**src/rtl/square_accumulator_pkg.sv**
```systemverilog
// Shared constants, state encoding and width helper for the square accumulator.
package sq_pkg;

  localparam int unsigned DEF_IN_W  = 8;
  localparam int unsigned DEF_SUM_W = 11;

  // State encoding, kept as plain constants for legacy tool flows.
  typedef logic [0:0] state_t;
  localparam state_t ACCUM = 1'b0;
  localparam state_t DONE  = 1'b1;

  // Narrowest accumulator that cannot overflow for n beats of in_w-bit values.
  function automatic int unsigned min_sum_w(input int unsigned in_w, input int unsigned n);
    return in_w + $clog2(n);
  endfunction

endpackage

```
**src/rtl/square_accumulator_if.sv**
```systemverilog
// Beat input and frame-result output handshakes of the square accumulator.
interface square_accumulator_if
  import sq_pkg::*;
#(
  parameter int unsigned IN_W  = DEF_IN_W,
  parameter int unsigned SUM_W = DEF_SUM_W,
  parameter int unsigned CNT_W = 4
);

  logic             in_valid;
  logic             in_ready;
  logic [IN_W-1:0]  in_sq;
  logic             in_last;
  logic             out_valid;
  logic             out_ready;
  logic [SUM_W-1:0] out_sum;
  logic [IN_W-1:0]  out_max;
  logic [CNT_W-1:0] out_count;
  logic             busy;

  modport master (
    output in_valid, in_sq, in_last, out_ready,
    input  in_ready, out_valid, out_sum, out_max, out_count, busy
  );

  modport slave (
    input  in_valid, in_sq, in_last, out_ready,
    output in_ready, out_valid, out_sum, out_max, out_count, busy
  );

endinterface

```
**src/rtl/square_accumulator.sv**
```systemverilog
// Accumulates sum, max and count of squared beats per frame and holds the result
// on an output handshake until it is consumed.
module square_accumulator
  import sq_pkg::*;
#(
  parameter int unsigned N_SAMPLES = 8,
  parameter int unsigned IN_W      = DEF_IN_W,
  parameter int unsigned SUM_W     = DEF_SUM_W,
  parameter int unsigned CNT_W     = 4
) (
  input logic                clk,
  input logic                rst_n,
  square_accumulator_if.slave bus
);

  if (N_SAMPLES < 2) begin : g_bad_n
    $error("N_SAMPLES must be at least 2");
  end
  if (SUM_W < min_sum_w(IN_W, N_SAMPLES)) begin : g_bad_sum_w
    $error("SUM_W too narrow for IN_W and N_SAMPLES");
  end
  if (N_SAMPLES > (2 ** CNT_W) - 1) begin : g_bad_cnt_w
    $error("CNT_W cannot hold N_SAMPLES");
  end

  localparam logic [CNT_W-1:0] LastCnt = CNT_W'(N_SAMPLES - 1);

  state_t           state_q, state_d;
  logic [SUM_W-1:0] acc_q, acc_d;
  logic [IN_W-1:0]  max_q, max_d;
  logic [CNT_W-1:0] cnt_q, cnt_d;
  logic             out_valid_q, out_valid_d;
  logic [SUM_W-1:0] out_sum_q, out_sum_d;
  logic [IN_W-1:0]  out_max_q, out_max_d;
  logic [CNT_W-1:0] out_count_q, out_count_d;
  logic             in_ready;
  logic             beat;

  always_comb begin
    state_d     = state_q;
    acc_d       = acc_q;
    max_d       = max_q;
    cnt_d       = cnt_q;
    out_valid_d = out_valid_q;
    out_sum_d   = out_sum_q;
    out_max_d   = out_max_q;
    out_count_d = out_count_q;

    // Ready depends on state alone so no combinational path runs through this block.
    in_ready = (state_q == ACCUM);
    beat     = bus.in_valid && in_ready;

    if (beat) begin
      acc_d = acc_q + SUM_W'(bus.in_sq);
      max_d = (bus.in_sq > max_q) ? bus.in_sq : max_q;
      cnt_d = cnt_q + CNT_W'(1);
      if ((cnt_q == LastCnt) || bus.in_last) begin
        out_sum_d   = acc_d;
        out_max_d   = max_d;
        out_count_d = cnt_d;
        out_valid_d = 1'b1;
        state_d     = DONE;
      end
    end

    if ((state_q == DONE) && out_valid_q && bus.out_ready) begin
      out_valid_d = 1'b0;
      acc_d       = '0;
      max_d       = '0;
      cnt_d       = '0;
      state_d     = ACCUM;
    end
  end

  always_ff @(posedge clk or negedge rst_n) begin
    if (!rst_n) begin
      state_q     <= ACCUM;
      acc_q       <= '0;
      max_q       <= '0;
      cnt_q       <= '0;
      out_valid_q <= 1'b0;
      out_sum_q   <= '0;
      out_max_q   <= '0;
      out_count_q <= '0;
    end else begin
      state_q     <= state_d;
      acc_q       <= acc_d;
      max_q       <= max_d;
      cnt_q       <= cnt_d;
      out_valid_q <= out_valid_d;
      out_sum_q   <= out_sum_d;
      out_max_q   <= out_max_d;
      out_count_q <= out_count_d;
    end
  end

  assign bus.in_ready  = in_ready;
  assign bus.out_valid = out_valid_q;
  assign bus.out_sum   = out_sum_q;
  assign bus.out_max   = out_max_q;
  assign bus.out_count = out_count_q;
  assign bus.busy      = (cnt_q != '0) || (state_q == DONE);

endmodule

```
**src/flat_wrapper.sv**
```systemverilog
// flat-port wrapper written by rule: the top's interface ports become plain ports
module square_accumulator_flat import sq_pkg::*;
#(
  parameter int unsigned N_SAMPLES = 8,
  parameter int unsigned IN_W      = DEF_IN_W,
  parameter int unsigned SUM_W     = DEF_SUM_W,
  parameter int unsigned CNT_W     = 4
)
  (clk, rst_n, bus_in_valid, bus_in_sq, bus_in_last, bus_out_ready, bus_in_ready, bus_out_valid, bus_out_sum, bus_out_max, bus_out_count, bus_busy);
  square_accumulator_if #(.IN_W(IN_W), .SUM_W(SUM_W), .CNT_W(CNT_W)) bus_i ();
  input logic clk;
  input logic rst_n;
  input wire logic [$bits(bus_i.in_valid)-1:0] bus_in_valid;
  input wire logic [$bits(bus_i.in_sq)-1:0] bus_in_sq;
  input wire logic [$bits(bus_i.in_last)-1:0] bus_in_last;
  input wire logic [$bits(bus_i.out_ready)-1:0] bus_out_ready;
  output wire logic [$bits(bus_i.in_ready)-1:0] bus_in_ready;
  output wire logic [$bits(bus_i.out_valid)-1:0] bus_out_valid;
  output wire logic [$bits(bus_i.out_sum)-1:0] bus_out_sum;
  output wire logic [$bits(bus_i.out_max)-1:0] bus_out_max;
  output wire logic [$bits(bus_i.out_count)-1:0] bus_out_count;
  output wire logic [$bits(bus_i.busy)-1:0] bus_busy;
  assign bus_i.in_valid = bus_in_valid;
  assign bus_i.in_sq = bus_in_sq;
  assign bus_i.in_last = bus_in_last;
  assign bus_i.out_ready = bus_out_ready;
  assign bus_in_ready = bus_i.in_ready;
  assign bus_out_valid = bus_i.out_valid;
  assign bus_out_sum = bus_i.out_sum;
  assign bus_out_max = bus_i.out_max;
  assign bus_out_count = bus_i.out_count;
  assign bus_busy = bus_i.busy;
  square_accumulator #(.N_SAMPLES(N_SAMPLES), .IN_W(IN_W), .SUM_W(SUM_W), .CNT_W(CNT_W)) u_core (.clk(clk), .rst_n(rst_n), .bus(bus_i));
endmodule
```
**config.mk**
```make
export PLATFORM = sky130hd
export DESIGN_NAME = square_accumulator_flat
export DESIGN_NICKNAME = d
export VERILOG_FILES = /design/src/rtl/square_accumulator_pkg.sv /design/src/rtl/square_accumulator_if.sv /design/src/rtl/square_accumulator.sv /design/src/flat_wrapper.sv
export SDC_FILE = /design/constraint.sdc
export NUM_CORES = 1
export LEC_CHECK = 0
export ABC_CLOCK_PERIOD_IN_PS = 2700
export CELL_PAD_IN_SITES_DETAIL_PLACEMENT = 0
export CELL_PAD_IN_SITES_GLOBAL_PLACEMENT = 1
export CORE_ASPECT_RATIO = 1.5
export CORE_MARGIN = 10
export CORE_UTILIZATION = 41
export CTS_CLUSTER_SIZE = 16
export DETAILED_ROUTE_END_ITERATION = 16
export GPL_TIMING_DRIVEN = 0
export PLACE_DENSITY = 0.85
export SETUP_SLACK_MARGIN = 0.15
export SLEW_MARGIN = 20
export SYNTH_ARGS = -nofsm -noshare
export SYNTH_HDL_FRONTEND = slang
export SYNTH_SLANG_ARGS = --single-unit
```
**constraint.sdc**
```tcl
create_clock -name clk -period 2.7 [get_ports clk]
set_input_delay 0.54 -clock clk [delete_from_list [all_inputs] [get_ports clk]]
set_output_delay 0.54 -clock clk [all_outputs]
set_load 0.02 [all_outputs]
```
# Word-level counts from Yosys, hierarchy flattened
# Index checks and enable logic that the tools add are counted.
[op_classes]
addsub = 2
n_mux = 10
eq_ne = 1
reduce_logical = 9
order_cmp = 1
bitwise = 1
[op_table]
columns = ["operator", "n"]
rows = [
  ["8-bit two-way mux", 3],
  ["11-bit two-way mux", 2],
  ["11-bit by 8-bit adder with 11-bit output", 1],
  ["8-bit > comparator", 1],
  ["4-bit two-way mux", 2],
  ["4-bit by 1-bit adder with 4-bit output, second input constant", 1],
  ["4-bit by 3-bit == test with 1-bit output, second input constant", 1],
  ["2-bit AND reduction", 2],
  ["2-bit nonzero test", 2],
  ["4-bit nonzero test", 1],
  ["1-bit two-way mux", 3],
  ["1-bit logical AND", 2],
  ["1-bit logical OR", 2],
  ["1-bit NOT", 1],
]
[word_totals]
out_inout_bits = 26
inputBits = 13
word_cells = 31
register_bits = 47

# Longest topological paths before layout
[depth]
ltp_word = 5
mapped_depth = 8
mapped_depth_nobuf = 8

# Worst setup path after synthesis
# OpenSTA, ideal clock, no wires.
[synth_timing]
path_kind = "in2reg"
from = "input port bus_in_sq[1]"
to = "register u_core.out_max_q[0], in the netlist u_core.bus.out_max[0]"
slack_ps = 548
path_buffers = 1
t_required_ps = 2574
path_stages = 7
arrival_time_ps = 2026
path_cell_list = "ha_1 nor2b_1 o211a_1 or4_4 buf_6 a31oi_1 a21oi_1"
[synth_between]
elab_chain_len = 2
[synth_rtl]
columns = ["element", "line_no", "text"]
rows = [
  ["start, declared", "flat_wrapper.sv:14", "input wire logic [$bits(bus_i.in_sq)-1:0] bus_in_sq;"],
  ["8-bit > comparator", "square_accumulator.sv:55", "max_d = (bus.in_sq > max_q) ? bus.in_sq : max_q;"],
  ["8-bit two-way mux", "square_accumulator.sv:55", ""],
  ["end signal, assigned", "square_accumulator.sv:92", "out_max_q <= out_max_d;"],
  ["end, declared", "square_accumulator.sv:34", "logic [IN_W-1:0] out_max_q, out_max_d;"],
]
# No other way between the ends.
# A chain may end at the register's enable or synchronous reset.

# Worst setup path in the final report
[layout_timing]
from = "input port bus_in_sq[6]"
to = "register u_core.out_max_q[2], in the netlist u_core.bus.out_max[2]"
# The elaborated chain is that of the path after synthesis.

==> summary.md <==
| Metric | Value |
|---|---|
| Initial antenna violation count | 0 |
| Fin area | approximately 3300 um2 |
| Fin. max-slew vios | 0 |
| PwrDens | between 1000 and 1500 nW/um2 |
| Yosys top cell area share | between 40% and 50% |
| R2R Path End | u_core.bus.out_max[2] |
| Final WS setup | roughly 280 ps |
| Register area share after synthesis | between 40 and 50% |
| P_leak | between 1 and 1.5 nW |
| Distinct cells, synth | between 40 and 50 |
| Ant diodes | 0 |
| DP Wirelength | just over 5000 um |
| H-tree depth | 2 |
| CP Capture Type | register |
| Max-cap viol count | 0 |
| Syn Area/Cell | around 9.3 um2 |
| Core area | between 6000 and 7000 um2 |
| Area growth syn-to-layout | 24.3% |
| Synth async-reset ratio | 100% |
| Detail Route Antenna Nets | 0 |
| Vias post-DR | between 2000 and 2500 |
| VDD IR max | between 0.3 and 0.4 mV |
| Die area | 10200 um2 |
| Grt met3 use | between 2 and 3% |
| Fmax | 413 MHz |
| Met1 Resource Use GR | 16.1% |
| CTS Hold Bufs | 0 |
| Most instantiated library cell after synthesis | dfrtp_1 |
| First drt pass iteration count | 4 |
| Dpl ws | -281 ps |
| Vias/cell | approximately 5.5 |
| Dpl cell area | about 3100 um2 |
| Crit. Startpoint | bus_in_sq[6] |
| TritonCTS buffer count | 5 |
| Status | finished, final reports clean |
| Switching Share | between 40% and 50% |
| Worst Path Max Fanout | 8 |
| Critical path arrival | about 2600 ps |
| Setup TNS | 0 ps |
| Hold slack | about 150 ps |
| Critical path class | in -> reg |
| Net count after synthesis | ~320 |
| Post-synth EDFFs | 0 |
| WP data required | between 2000 and 3000 ps |
| Met2 Track Usage GR | between 20% and 30% |
| Fin crit share | 89.6% |
| Routed WL per cell | approximately 17 um |
| Gate power share | about half |
| Layout cell share with drive strength beyond 1 | 7.78% |
| Initial Utilization | between 40% and 50% |
| R2R depth | 8 |
| CP Launch Type | input pin |
| Internal power | 2.05 mW |
| Worst Tran Pin Value | between 700 and 800 ps |
| DR DRC count | 0 |
| WL final | roughly 6800 um |
| Die Span Y | 119 um |
| Crit path time final | 2420 ps |
| Hold crit path type | in -> async |
| Max_slew headroom | 51.4% |
| CTS root buffer | clkbuf_8 |
| Clock transition at path regs | around 90 ps |
| Core Rows | 35 |
| Clock Tree Buf Depth | 2 |
| Global routing's busiest layer | met2 |
| Vias in the first global route | 2397 |
| Count of endpoints failing hold in the final timing report | 0 |
| Tot GR Track Use | between 10% and 20% |
| IO Pins | 39 |
| Largest net degree at the start of global routing | 32 |
| Final nets | around 370 |
| Clock latency on the worst-skew pair | 310 ps |
| Post-synthesis cell area | between 2000 and 3000 um2 |
| Synth Flop Type | dfrtp_1 |
| CTS tree | done |
| Initial drt markers | ~120 |
| Yosys warning count | 0 |
| Synth cell count leaders | 47 x dfrtp_1, 33 x o21ai_0, 32 x nand2_1, 20 x inv_1, 18 x ha_1 |
| Congestion Overflow GR | 0 |
| Clk pwr share | 15.3% |
| Port buffer count | 38 |
| Top post-synthesis cells by area | dfrtp_1 44%, ha_1 8.5%, o21ai_0 6.2% |
| Die W | between 80 and 90 um |
| GPL Wtd Cong | 0.833 |
| Synth Register Bits | 47 |
| Final core occ | 53.1% |
| Sink Count | 47 |
| RSZ-0062 raised after global routing | false |
| R2R Setup Slk | roughly 520 ps |
| First-pass GRT wire length | approximately 12000 um |
| Psw | 1.47 mW |
| Syn Inst Count | 286 |
| Area leader, netlist | dfrtp_1 |
| Worst R2R Start | u_core.max_q[5] |
| Seq pwr share | between 30 and 40% |
| Setup violations, final | 0 |
| Skew final | between 5 and 6 ps |
## per-layer routing
| metal | vias up | part of all wire (%) | routed length (um) |
|---|---|---|---|
| met5 | - | 0 | 0 |
| met1 | 1093 | 42 | 2880 |
| met2 | 47 | 52 | 3510 |
| met4 | 0 | 1.7 | 113 |
| li1 | 1116 | - | - |
| met3 | 8 | 4.1 | 278 |
## worst max path at each step
stage                                  to  slack (ps)  depth (start not counted)
finish              u_core.bus.out_max[2]         280                          8
global route        u_core.bus.out_max[2]         190                          8
CTS                      u_core.acc_q[10]         150                          9
detailed placement       u_core.acc_q[10]        -280                          9
global placement    u_core.bus.out_max[0]        -300                          1
floorplan           u_core.bus.out_max[0]         550                          7
## logic make-up (layout without fill, tap and decap cells)
group,Yosys count,count (layout),share of synthesized area [%]
flip-flops,47,47,44.3
multiplexers,1,1,0.424
AND/OR/NAND/NOR,81,81,15.2
AO/OA/AOI/OAI,97,97,23.1
XOR/XNOR,8,8,2.64
adder cells (fa/ha/maj),19,19,9.24
buffers and inverters,33,81,5.09
## power by group through the flow
stage                     sequential [mW]  combinational, mW  clock, mW
final                                1.17               1.82      0.539
after global routing                 1.21               2.02      0.583
after CTS                            1.17               1.83      0.552
after detailed placement             1.18               1.78          0
after global placement               1.17               1.76          0
after floorplan                      1.33              0.972          0
## metrics by stage
step	cells	power, mW
after global placement	398	2.93
final	408	3.52
after CTS	408	3.54
after detailed placement	399	2.96
after global routing	408	3.81
after floorplan	286	2.30
## sequential cells by signal, summed over array words and instances (netlist names)
name                  cells
u_core.acc_q             11
u_core.bus.out_count      4
u_core.bus.out_max        8
u_core.bus.out_sum       11
u_core.bus.out_valid      1
u_core.cnt_q              4
u_core.max_q              8
## worst max-delay path: stages
cell,delay (ps)
clkdlybuf4s50_1,500
ha_1,270
a211oi_2,260
nor2_2,110
or4_4,520
buf_6,150
a31oi_1,170
a21oi_1,90
## cells in the final DEF, fill, tap and decap left out, types with 2 or more instances in the layout
cell,n
dlymetal6s2s_1,3
dfrtp_1,47
or3_1,2
buf_2,4
nor3_1,2
ha_1,18
a21o_1,7
clkbuf_8,5
clkdlybuf4s50_1,34
o21ai_1,2
o21ai_0,33
a211o_1,4
nand3_1,6
xnor2_1,4
nand4_1,5
a31oi_1,12
nor2b_1,3
xor2_1,4
o211ai_1,4
nor2_1,17
nand2_1,32
a22o_1,10
inv_1,20
clkbuf_1,8
nand2b_1,4
a21oi_1,15
## final cells by class
type                    instances  area (um2)
repair buffers                 40         410
flip-flops and latches         47        1180
multi-input cells             206        1370
fillers                       599        2920
well taps                      74        92.6
clock inverters                 3        46.3
inverters                      20        75.1
clock buffers                   5        68.8
plain buffers                  13        60.1
## timing repair
| action | 4_1_cts | 5_1_grt |
|---|---|---|
| hold endpoints to repair | 0 | 0 |
| pin swaps | 1 | 1 |
| setup buffers | 1 | 0 |
| setup endpoints to repair | 12 | 15 |
| gates resized for setup | 3 | 5 |
Note: power is estimated with default switching activity, not from simulation.
